`src/rtl/shapool_host_spi.sv`:
```
`default_nettype none
// ============================================================================
// Module      : shapool_host_spi
// Description : Host SPI master for shapool devices. Sends one job word on the
//               global bus, waits for ready, then reads the daisy result chain.
// Revision    : 1.0 - initial release
// ============================================================================
module shapool_host_spi #(
  parameter int JOB_BITS       = 352,
  parameter int RESULT_BITS    = 40,
  parameter int CHAIN_LEN      = 1,
  parameter int SCK_DIV        = 4,
  parameter int TIMEOUT_CYCLES = 2**28
) (
  input  logic                            clk_in,
  input  logic                            reset_n_in,
  input  logic                            start_in,
  input  logic                            abort_in,
  input  logic [JOB_BITS-1:0]             job_in,
  output logic                            busy_out,
  output logic                            done_out,
  output logic                            timeout_out,
  output logic [RESULT_BITS*CHAIN_LEN-1:0] result_out,
  output logic                            sck0_out,
  output logic                            sdo0_out,
  output logic                            cs0_n_out,
  output logic                            sck1_out,
  output logic                            sdo1_out,
  input  logic                            sdi1_in,
  output logic                            cs1_n_out,
  input  logic                            ready_n_in
);

  localparam int RES_BITS = RESULT_BITS * CHAIN_LEN;
  localparam int MAX_BITS = (JOB_BITS > RES_BITS) ? JOB_BITS : RES_BITS;
  localparam int BIT_W    = (MAX_BITS > 1) ? $clog2(MAX_BITS) : 1;
  localparam int HALF_W   = $clog2(SCK_DIV);
  localparam int WAIT_W   = (TIMEOUT_CYCLES > 1) ? $clog2(TIMEOUT_CYCLES) : 1;

  localparam logic [BIT_W-1:0]  c_job_last  = BIT_W'(JOB_BITS - 1);
  localparam logic [BIT_W-1:0]  c_res_last  = BIT_W'(RES_BITS - 1);
  localparam logic [BIT_W-1:0]  c_bit_one   = BIT_W'(1);
  localparam logic [HALF_W-1:0] c_half_last = HALF_W'(SCK_DIV - 1);
  localparam logic [HALF_W-1:0] c_half_one  = HALF_W'(1);
  localparam logic [WAIT_W-1:0] c_wait_last = WAIT_W'(TIMEOUT_CYCLES - 1);
  localparam logic [WAIT_W-1:0] c_wait_one  = WAIT_W'(1);

  typedef enum logic [2:0] {
    S_IDLE       = 3'd0,
    S_JOB_SHIFT  = 3'd1,
    S_JOB_GAP    = 3'd2,
    S_WAIT_READY = 3'd3,
    S_RES_SHIFT  = 3'd4,
    S_FINISH     = 3'd5
  } state_t;

  state_t              r_state;
  state_t              w_state_nxt;
  logic [1:0]          r_rdy_sync;
  logic [JOB_BITS-1:0] r_job;
  logic [RES_BITS-1:0] r_cap;
  logic [RES_BITS-1:0] r_result;
  logic [BIT_W-1:0]    r_bit;
  logic [HALF_W-1:0]   r_half;
  logic                r_tail;
  logic [WAIT_W-1:0]   r_wait_cnt;
  logic                r_to_flag;
  logic                r_sck0;
  logic                r_sdo0;
  logic                r_cs0_n;
  logic                r_sck1;
  logic                r_cs1_n;

  logic w_ready;
  logic w_accept;
  logic w_abort;
  logic w_half_end;
  logic w_in_job;
  logic w_in_res;
  logic w_shifting;
  logic w_sck;
  logic w_bit_last;
  logic w_rise;
  logic w_fall;
  logic w_frame_end;
  logic w_wait_expired;

  assign w_ready        = ~r_rdy_sync[1];
  assign w_accept       = (r_state == S_IDLE) & start_in & ~abort_in;
  assign w_abort        = (r_state != S_IDLE) & abort_in;
  assign w_half_end     = (r_half == c_half_last);
  assign w_in_job       = (r_state == S_JOB_SHIFT);
  assign w_in_res       = (r_state == S_RES_SHIFT);
  assign w_shifting     = w_in_job | w_in_res;
  assign w_sck          = w_in_job ? r_sck0 : r_sck1;
  assign w_bit_last     = w_in_job ? (r_bit == c_job_last) : (r_bit == c_res_last);
  // r_tail marks the trailing low half-period that keeps CS asserted after the last bit
  assign w_rise         = w_shifting & w_half_end & ~r_tail & ~w_sck;
  assign w_fall         = w_shifting & w_half_end & ~r_tail & w_sck;
  assign w_frame_end    = w_shifting & w_half_end & r_tail;
  assign w_wait_expired = (r_wait_cnt == c_wait_last);

  always_ff @(posedge clk_in or negedge reset_n_in) begin
    if (!reset_n_in) begin
      r_state <= S_IDLE;
    end else begin
      r_state <= w_state_nxt;
    end
  end

  always_comb begin
    w_state_nxt = r_state;
    if (w_abort) begin
      w_state_nxt = S_IDLE;
    end else begin
      unique case (r_state)
        S_IDLE:       if (w_accept) w_state_nxt = S_JOB_SHIFT;
        S_JOB_SHIFT:  if (w_frame_end) w_state_nxt = S_JOB_GAP;
        S_JOB_GAP:    if (w_half_end) w_state_nxt = S_WAIT_READY;
        S_WAIT_READY: begin
          if (w_ready) begin
            w_state_nxt = S_RES_SHIFT;
          end else if (w_wait_expired) begin
            w_state_nxt = S_FINISH;
          end
        end
        S_RES_SHIFT:  if (w_frame_end) w_state_nxt = S_FINISH;
        S_FINISH:     w_state_nxt = S_IDLE;
        default:      w_state_nxt = S_IDLE;
      endcase
    end
  end

  always_ff @(posedge clk_in or negedge reset_n_in) begin
    if (!reset_n_in) begin
      r_rdy_sync <= 2'b11;
      r_job      <= '0;
      r_cap      <= '0;
      r_result   <= '0;
      r_bit      <= '0;
      r_half     <= '0;
      r_tail     <= 1'b0;
      r_wait_cnt <= '0;
      r_to_flag  <= 1'b0;
      r_sck0     <= 1'b0;
      r_sdo0     <= 1'b0;
      r_cs0_n    <= 1'b1;
      r_sck1     <= 1'b0;
      r_cs1_n    <= 1'b1;
    end else begin
      r_rdy_sync <= {r_rdy_sync[0], ready_n_in};
      if (w_abort) begin
        r_cs0_n <= 1'b1;
        r_cs1_n <= 1'b1;
        r_sck0  <= 1'b0;
        r_sck1  <= 1'b0;
        r_sdo0  <= 1'b0;
        r_half  <= '0;
        r_bit   <= '0;
        r_tail  <= 1'b0;
      end else begin
        case (r_state)
          S_IDLE: begin
            if (w_accept) begin
              // MSB goes straight to the pin; the rest waits one position up
              r_job     <= {job_in[JOB_BITS-2:0], 1'b0};
              r_sdo0    <= job_in[JOB_BITS-1];
              r_cs0_n   <= 1'b0;
              r_half    <= '0;
              r_bit     <= '0;
              r_tail    <= 1'b0;
              r_to_flag <= 1'b0;
            end
          end
          S_JOB_SHIFT, S_RES_SHIFT: begin
            r_half <= w_half_end ? '0 : r_half + c_half_one;
            if (w_rise) begin
              if (w_in_job) r_sck0 <= 1'b1;
              else          r_sck1 <= 1'b1;
            end
            if (w_fall) begin
              if (w_in_job) begin
                r_sck0 <= 1'b0;
                r_sdo0 <= r_job[JOB_BITS-1];
                r_job  <= {r_job[JOB_BITS-2:0], 1'b0};
              end else begin
                r_sck1 <= 1'b0;
                r_cap  <= {r_cap[RES_BITS-2:0], sdi1_in};
              end
              if (w_bit_last) r_tail <= 1'b1;
              else            r_bit  <= r_bit + c_bit_one;
            end
            if (w_frame_end) begin
              r_tail <= 1'b0;
              r_bit  <= '0;
              if (w_in_job) begin
                r_cs0_n <= 1'b1;
              end else begin
                r_cs1_n  <= 1'b1;
                r_result <= r_cap;
              end
            end
          end
          S_JOB_GAP: begin
            r_half     <= w_half_end ? '0 : r_half + c_half_one;
            r_wait_cnt <= '0;
          end
          S_WAIT_READY: begin
            if (w_ready) begin
              r_cs1_n <= 1'b0;
              r_half  <= '0;
              r_bit   <= '0;
              r_tail  <= 1'b0;
            end else if (w_wait_expired) begin
              r_to_flag <= 1'b1;
            end else begin
              r_wait_cnt <= r_wait_cnt + c_wait_one;
            end
          end
          default: ;
        endcase
      end
    end
  end

  assign busy_out    = (r_state != S_IDLE) && (r_state != S_FINISH);
  assign done_out    = (r_state == S_FINISH);
  assign timeout_out = (r_state == S_FINISH) && r_to_flag;
  assign result_out  = r_result;
  assign sck0_out    = r_sck0;
  assign sdo0_out    = r_sdo0;
  assign cs0_n_out   = r_cs0_n;
  assign sck1_out    = r_sck1;
  assign sdo1_out    = 1'b0;
  assign cs1_n_out   = r_cs1_n;

endmodule
`default_nettype wire

```
`config.mk`:
```
export PLATFORM = sky130hd
export DESIGN_NAME = shapool_host_spi
export DESIGN_NICKNAME = d
export VERILOG_FILES = /design/src/rtl/shapool_host_spi.sv
export SDC_FILE = /design/constraint.sdc
export NUM_CORES = 1
export LEC_CHECK = 0
export BUFFER_PORTS_ARGS = -buffer_cell sky130_fd_sc_hd__buf_2
export CORE_MARGIN = 2
export CORE_UTILIZATION = 50
export DETAILED_ROUTE_END_ITERATION = 12
export GPL_ROUTABILITY_DRIVEN = 0
export GPL_TIMING_DRIVEN = 0
export PLACE_DENSITY = 0.73
export REMOVE_ABC_BUFFERS = 1
export SYNTH_ARGS = -nofsm -noshare
export SYNTH_HDL_FRONTEND = slang
export SYNTH_SLANG_ARGS = --single-unit
```
`constraint.sdc`:
```
create_clock -name clk_in -period 2.65 [get_ports clk_in]
set_input_delay 0.1325 -clock clk_in [delete_from_list [all_inputs] [get_ports clk_in]]
set_output_delay 0.1325 -clock clk_in [all_outputs]
set_load 0.01 [all_outputs]
```
After elaboration in Yosys (flattened, before gate mapping) --
Cells that the tools add are included.
Operators by class: bitwise logic cells 14, reduce and logical (&&, ||, !) cells 26, mux-type cells 64, $add $sub $neg 3, equality and inequality tests 29
Operator list (count):
- $mux W352 | 3
- $pmux W352 S2 | 1
- $mux W28 | 2
- $pmux W28 S2 | 1
- $mux W9 | 6
- $mux W1 | 32
- $add A28 B1 Y28 const B | 1
- $eq A28 B28 Y1 const B | 1
- $pmux W9 S3 | 1
- $reduce_and A5 Y1 | 5
- $ne A3 B3 Y1 const B | 8
- $reduce_and A4 Y1 | 6
- $mux W3 | 7
- $ne A4 B4 Y1 const B | 4
- $pmux W3 S5 | 1
- $ne A2 B2 Y1 const B | 6
- $add A9 B1 Y9 const B | 1
- $eq A9 B6 Y1 const B | 1
- $eq A9 B9 Y1 const B | 1
- $reduce_bool A3 Y1 | 3
- $and A1 B1 Y1 | 8
- $mux W2 | 4
- $pmux W1 S2 | 4
- $reduce_bool A2 Y1 | 4
- other kinds (16) | 25
Word-level totals: logic and storage cells 151, input bits 358, register bits after elaboration 483

Depth between registers and ports, before layout --
word-level depth 10, mapped depth 10, gate-level depth less buffers 7

Worst setup path before layout --
OpenSTA, ideal clock, no wires.
kind reg2reg, start point register r_state[2], end point register r_cap[0], setup slack 0.630 ns, period minus slack after synthesis 2.020 ns, arrival 1.896 ns, library setup time 0.125 ns, cell stages (with the launch flop) 8, required time 2.525 ns, path through dfrtp_1 > buf_2 > nand3b_4 > a211oi_2 > and3_1 > clkbuf_1 > buf_2 > mux2_2
On the way: word-level cells in the longest chain between the ends 6, elaborated cells between the ends (all ways) 13, classes of those cells eq/ne: 2; mux: 1; bitwise: 7; reduce/logical: 3
Ends and longest elaborated chain:
- start, declared | RTL line 57 | state_t r_state;
- start signal, assigned | RTL line 107 | r_state <= w_state_nxt;
- $eq A3 B1 Y1 or $eq A3 B3 Y1 (tied branches) | RTL line 92, 162, 93
- $or A1 B1 Y1 | RTL line 94 | assign w_shifting = w_in_job | w_in_res;
- $and A1 B1 Y1 (3 in a row) | RTL line 99 | assign w_fall = w_shifting & w_half_end & ~r_tail & w_sck;
- $reduce_and A4 Y1 (no line) (*)
- end signal, assigned | RTL line 188 | r_cap <= {r_cap[RES_BITS-2:0], sdi1_in};
- end, declared | RTL line 61 | logic [RES_BITS-1:0] r_cap;
Every way passes the cells marked *; elsewhere a longest branch is shown, timed or not. A chain may end at the register's enable or synchronous reset.

Final worst setup path --
start point register r_state[0], end point register r_job[112]
On the way: word-level cells in the longest chain between the ends 7, elaborated cells between the ends (all ways) 20, classes of those cells eq/ne: 5; mux: 2; bitwise: 8; reduce/logical: 5
Ends and longest elaborated chain:
- $eq A3 B1 Y1 or $eq A3 B3 Y1 (tied branches) | RTL line 92, 162, 93
- $or A1 B1 Y1 | RTL line 94
- $and A1 B1 Y1 (3 in a row) | RTL line 99
- $ne A2 B2 Y1 (no line)
- $reduce_and A5 Y1 (no line)
- end signal, assigned | RTL line 166 | r_job <= {job_in[JOB_BITS-2:0], 1'b0};
- end signal, assigned | RTL line 185 | r_job <= {r_job[JOB_BITS-2:0], 1'b0};
- end, declared | RTL line 60 | logic [JOB_BITS-1:0] r_job;
Several ways; a longest one is shown, not always the timed one.

==> metrics.txt <==
# TYPE chip_impl_metric gauge
chip_impl_metric{name="finalWirelength",unit="mm"} 71.3
chip_impl_metric{name="fin_area",unit="sq um"} 30400
chip_impl_metric{name="timing.max_slew.rel_slack",unit="%"} 41.5
chip_impl_metric{name="netlist.area_leader.share",unit="%"} 55.2
chip_impl_metric{name="drt.antenna.violating_nets",unit=""} 0
chip_impl_metric{name="timing.hold.ws",unit="ps"} 200
chip_impl_metric{name="critPathRequiredTime",unit="ps"} 3130
chip_impl_metric{name="rows",unit=""} 76
chip_impl_metric{name="static-leakage-power",unit="nW"} 14.1
chip_impl_metric{name="initial_antenna_violation_count",unit=""} 10
chip_impl_metric{name="grt_overflow_total",unit=""} 0
chip_impl_metric{name="clk_transition_reported_paths",unit="ps"} 70
chip_impl_metric{name="synth-seq-cells",unit=""} 482
chip_impl_metric{name="initialDrtViolationCount",unit=""} 2591
chip_impl_info{name="synth_area_leaders",value="sky130_fd_sc_hd__dfrtp_1 (55%), sky130_fd_sc_hd__nand2_1 (13%), sky130_fd_sc_hd__a31oi_1 (10%)"} 1
chip_impl_metric{name="number_of_pins_exceeding_their_max_slew_limit_in_the_final_report",unit=""} 0
chip_impl_metric{name="synth_simple_gate_area_share",unit="%"} 22.0
chip_impl_metric{name="worst_slew_pin_slew",unit="ps"} 872
chip_impl_metric{name="final_net_count",unit=""} 3482
chip_impl_metric{name="place_inst",unit=""} 3263
chip_impl_metric{name="final_worst_slack",unit="ps"} -9.54
chip_impl_metric{name="worst-path-max-fanout",unit=""} 45
chip_impl_metric{name="multiInputGateArea",unit="sq um"} 8720
chip_impl_metric{name="starting_density_of_the_core",unit="%"} 50.5
chip_impl_metric{name="share_seq_of_total_power",unit="%"} 38.5
chip_impl_info{name="clock_tree_from_tritoncts",value="built"} 1
chip_impl_metric{name="setup_tns",unit="ps"} -9.54
chip_impl_metric{name="seq_area_frac_synth",unit="%"} 55.7
chip_impl_metric{name="power.share.combinational",unit="%"} 38.0
chip_impl_info{name="ys.flop_type",value="sky130_fd_sc_hd__dfrtp_1"} 1
chip_impl_metric{name="grt_pass1_wl",unit="mm"} 109
chip_impl_metric{name="synth-edff-count",unit=""} 0
chip_impl_metric{name="clock-sinks",unit=""} 482
chip_impl_info{name="status",value="finished with violations"} 1
chip_impl_metric{name="portBuffers",unit=""} 405
chip_impl_info{name="kind_of_launch_point_of_the_worst_setup_path",value="flip-flop"} 1
chip_impl_info{name="timing.critical_path.to_type",value="flip-flop"} 1
chip_impl_metric{name="yosys_warnings",unit=""} 0
chip_impl_metric{name="vias",unit=""} 21600
chip_impl_metric{name="synthArstFlopShare",unit="%"} 100
chip_impl_metric{name="timing.critical_path.arrival",unit="ps"} 3140
chip_impl_metric{name="top_level_ports",unit=""} 407
chip_impl_metric{name="detail_route.drc_violations",unit=""} 0
chip_impl_metric{name="maximum_number_of_pins_on_one_net_before_global_route_repair",unit=""} 126
chip_impl_metric{name="final_hold_viol_count",unit=""} 0
chip_impl_info{name="cts_root_buf",value="sky130_fd_sc_hd__clkbuf_16"} 1
chip_impl_metric{name="syn_to_final_growth",unit="%"} 40.2
chip_impl_metric{name="clkLatencyLatePin",unit="ps"} 600
chip_impl_info{name="synth_top_family_by_area",value="simple AND/OR/NAND/NOR gates"} 1
chip_impl_metric{name="synth.lib_cells_used.distinct",unit=""} 68
chip_impl_metric{name="via_count_of_the_first_global_routing_pass",unit=""} 21700
chip_impl_metric{name="per_instance_average_area_after_synthesis",unit="sq um"} 8.99
chip_impl_metric{name="cellPowerDensity",unit="nW/um^2"} 1020
chip_impl_metric{name="power.internal",unit="mW"} 19.1
chip_impl_metric{name="min_period_over_period",unit="%"} 100
chip_impl_metric{name="fin_worst_skew",unit="ps"} 21.9
chip_impl_info{name="hold_class",value="in -> async"} 1
chip_impl_metric{name="drt-wirelength-per-cell",unit="microns"} 18.9
chip_impl_metric{name="synth_fa_ha_area_share",unit="%"} 0.173
chip_impl_metric{name="placed_area",unit="sq um"} 24400
chip_impl_info{name="synth_largest_area_cell",value="sky130_fd_sc_hd__dfrtp_1"} 1
chip_impl_info{name="violations",value="negative setup slack"} 1
chip_impl_metric{name="filler_cell_count",unit=""} 2819
chip_impl_info{name="worst_path_class_setup",value="reg -> reg"} 1
chip_impl_metric{name="detailedRoute.firstPassIterationCount",unit=""} 6
chip_impl_metric{name="maxCapViolCount",unit=""} 0
chip_impl_metric{name="dp.final_hpwl",unit="mm"} 36.9
chip_impl_metric{name="clock_power_share",unit="%"} 23.5
chip_impl_metric{name="core",unit="sq um"} 42900
chip_impl_metric{name="switching_power",unit="mW"} 12.0
chip_impl_metric{name="syn_area",unit="sq um"} 21700
chip_impl_metric{name="dieWidth",unit="microns"} 212
chip_impl_metric{name="die-area",unit="sq um"} 45000
chip_impl_metric{name="synth_area_in_compound_gates",unit="%"} 12.7
chip_impl_metric{name="vias_per_cell",unit=""} 5.73
chip_impl_metric{name="period_needed",unit="ps"} 2660
chip_impl_metric{name="final_cell_count_without_fillers",unit=""} 3764
chip_impl_metric{name="clock_tree.htree_level_count",unit=""} 2
chip_impl_metric{name="max_clock_freq",unit="MHz"} 376
chip_impl_metric{name="grt.total_usage",unit="%"} 30.1
chip_impl_metric{name="dieHeight",unit="microns"} 212
chip_impl_metric{name="cts_buffers",unit=""} 51
chip_impl_metric{name="finalSetupViolations",unit=""} 1
chip_impl_metric{name="synthXorXnorAreaFrac",unit="%"} 0.687
chip_impl_metric{name="ir_worst_vdd",unit="mV"} 0.910
chip_impl_metric{name="yosys-mux-area-fraction",unit="%"} 4.21
chip_impl_metric{name="drive_above_1_share",unit="%"} 20.0
chip_impl_metric{name="clock_path_buffers",unit=""} 3
chip_impl_metric{name="synth_cells",unit=""} 2410
chip_impl_metric{name="area.sequential",unit="sq um"} 12100
chip_impl_metric{name="switching_share",unit="%"} 38.7
==> layout by cell type (no fill, tap or decap), types with 5 or more instances in the layout <==
cell,netlist,routed
sky130_fd_sc_hd__nand2_1,732,731
sky130_fd_sc_hd__clkbuf_8,0,15
sky130_fd_sc_hd__a31oi_1,352,349
sky130_fd_sc_hd__nand3_1,11,11
sky130_fd_sc_hd__dlygate4sd3_1,0,357
sky130_fd_sc_hd__inv_1,13,13
sky130_fd_sc_hd__o31ai_1,5,5
sky130_fd_sc_hd__buf_2,56,404
sky130_fd_sc_hd__mux2_1,40,40
sky130_fd_sc_hd__dfrtp_1,478,475
sky130_fd_sc_hd__clkinv_2,0,10
sky130_fd_sc_hd__buf_16,0,24
sky130_fd_sc_hd__buf_12,0,11
sky130_fd_sc_hd__buf_4,27,15
sky130_fd_sc_hd__xor2_1,7,7
sky130_fd_sc_hd__xnor2_1,10,9
sky130_fd_sc_hd__nor2_1,389,388
sky130_fd_sc_hd__clkbuf_16,0,65
sky130_fd_sc_hd__diode_2,0,16
sky130_fd_sc_hd__mux2_2,41,41
sky130_fd_sc_hd__nor3_1,9,8
sky130_fd_sc_hd__or3_1,10,10
sky130_fd_sc_hd__clkbuf_1,78,13
sky130_fd_sc_hd__o21ai_0,23,23
sky130_fd_sc_hd__a21oi_1,23,21
sky130_fd_sc_hd__and4_1,5,5
sky130_fd_sc_hd__nand4_1,13,13
==> final cells by class <==
class	count	share of cell area (%)
Inverter	13	0.161
Timing Repair Buffer	832	23.2
Sequential cell	482	39.7
Multi-Input combinational cell	1741	28.7
Clock buffer	81	5.20
Clock inverter	14	0.416
Antenna cell	16	0.132
Tap cell	585	2.41
==> flip-flops by register name (all words and copies together) (netlist names) <==
name and count:
cs0_n_out 1, cs1_n_out 1, r_bit 9, r_cap 40
r_half 2, r_job 351, r_rdy_sync 2, r_state 3
r_tail 1, r_to_flag 1, r_wait_cnt 28, result_out 40
sck0_out 1, sck1_out 1, sdo0_out 1
==> kinds of logic after synthesis <==
| logic type | count (synthesis) |
|---|---|
| and+or+nand+nor | 1200 |
| xor gates and xnor gates | 17 |
| AOI/OAI and AO/OA | 436 |
| other | 1 |
| muxes | 81 |
| adders and majority gates | 3 |
| DFF | 482 |
| buffers and inverters | 190 |
==> cell usage after synthesis, drive strengths merged, types with 11 or more instances <==
cell and n:
mux2 81, a31oi 352, o21ai 26, inv 13
clkbuf 78, nand4 13, dfrtp 478, a21oi 24
buf 99, nor2 389, nand3 11, nand2 732
==> through the flow <==
stage	utilization, %	setup WS [ps]	total power, mW
floorplan	-	-24400	15.2
global placement	54.8	-33480	14.7
detailed placement	56.9	-859	21.7
CTS	69.8	-3.31	29.8
global route	70.8	-67.1	32.9
finish	70.9	-9.54	31.1
==> repair_timing <==
action                                  in CTS  in global routing
buffers inserted                            12                  7
gates cloned                                 6                 12
pin swaps                                    5                  2
resized for setup                           11                 14
endpoints found under the hold margin      477                  0
hold buffers                               357                  0
endpoints found under the setup margin     435                243
==> worst paths after layout <==
| check | startpoint | end | slack (ps) | cells past startpoint |
|---|---|---|---|---|
| min in group clk_in | ready_n_in | r_rdy_sync[0] | 240 | 2 |
| min | reset_n_in | result_out[5] | 200 | 3 |
| max | r_state[0] | r_job[112] | -10 | 10 |
| max reg2reg | r_state[0] | r_job[112] | -10 | 10 |
| max in group asynchronous | reset_n_in | r_job[109] | 760 | 5 |
| min reg2reg | r_rdy_sync[0] | r_rdy_sync[1] | 350 | 0 |
==> routing by layer <==
layer,track usage (%),part of all wire (%),vias up
met3,5.51,8.2,320
li1,-,-,9593
met1,37.5,38,10300
met5,0,0,-
met2,50.5,49,1353
met4,15.3,4.7,0
==> power groups by stage <==
stage | Sequential [mW] | Clock (mW) | Combinational, mW
6_report | 12.0 | 7.29 | 11.8
4_1_cts | 11.7 | 7.39 | 10.7
3_5_place_dp | 11.8 | 0 | 9.89
2_1_floorplan | 10.5 | 0 | 4.70
5_1_grt | 12.2 | 7.71 | 13.0
3_3_place_gp | 9.94 | 0 | 4.71
==> critical path, stage by stage (launching register included) <==
cell and delay (ps):
sky130_fd_sc_hd__dfrtp_4 540, sky130_fd_sc_hd__nand3b_1 250, sky130_fd_sc_hd__a211oi_4 290, sky130_fd_sc_hd__nand2_2 110, sky130_fd_sc_hd__a21oi_4 220, sky130_fd_sc_hd__buf_12 140, sky130_fd_sc_hd__buf_12 150, sky130_fd_sc_hd__buf_16 200
sky130_fd_sc_hd__buf_16 230, sky130_fd_sc_hd__nor2_1 100, sky130_fd_sc_hd__a31oi_2 270
Note: power is estimated with default switching activity, not from simulation.
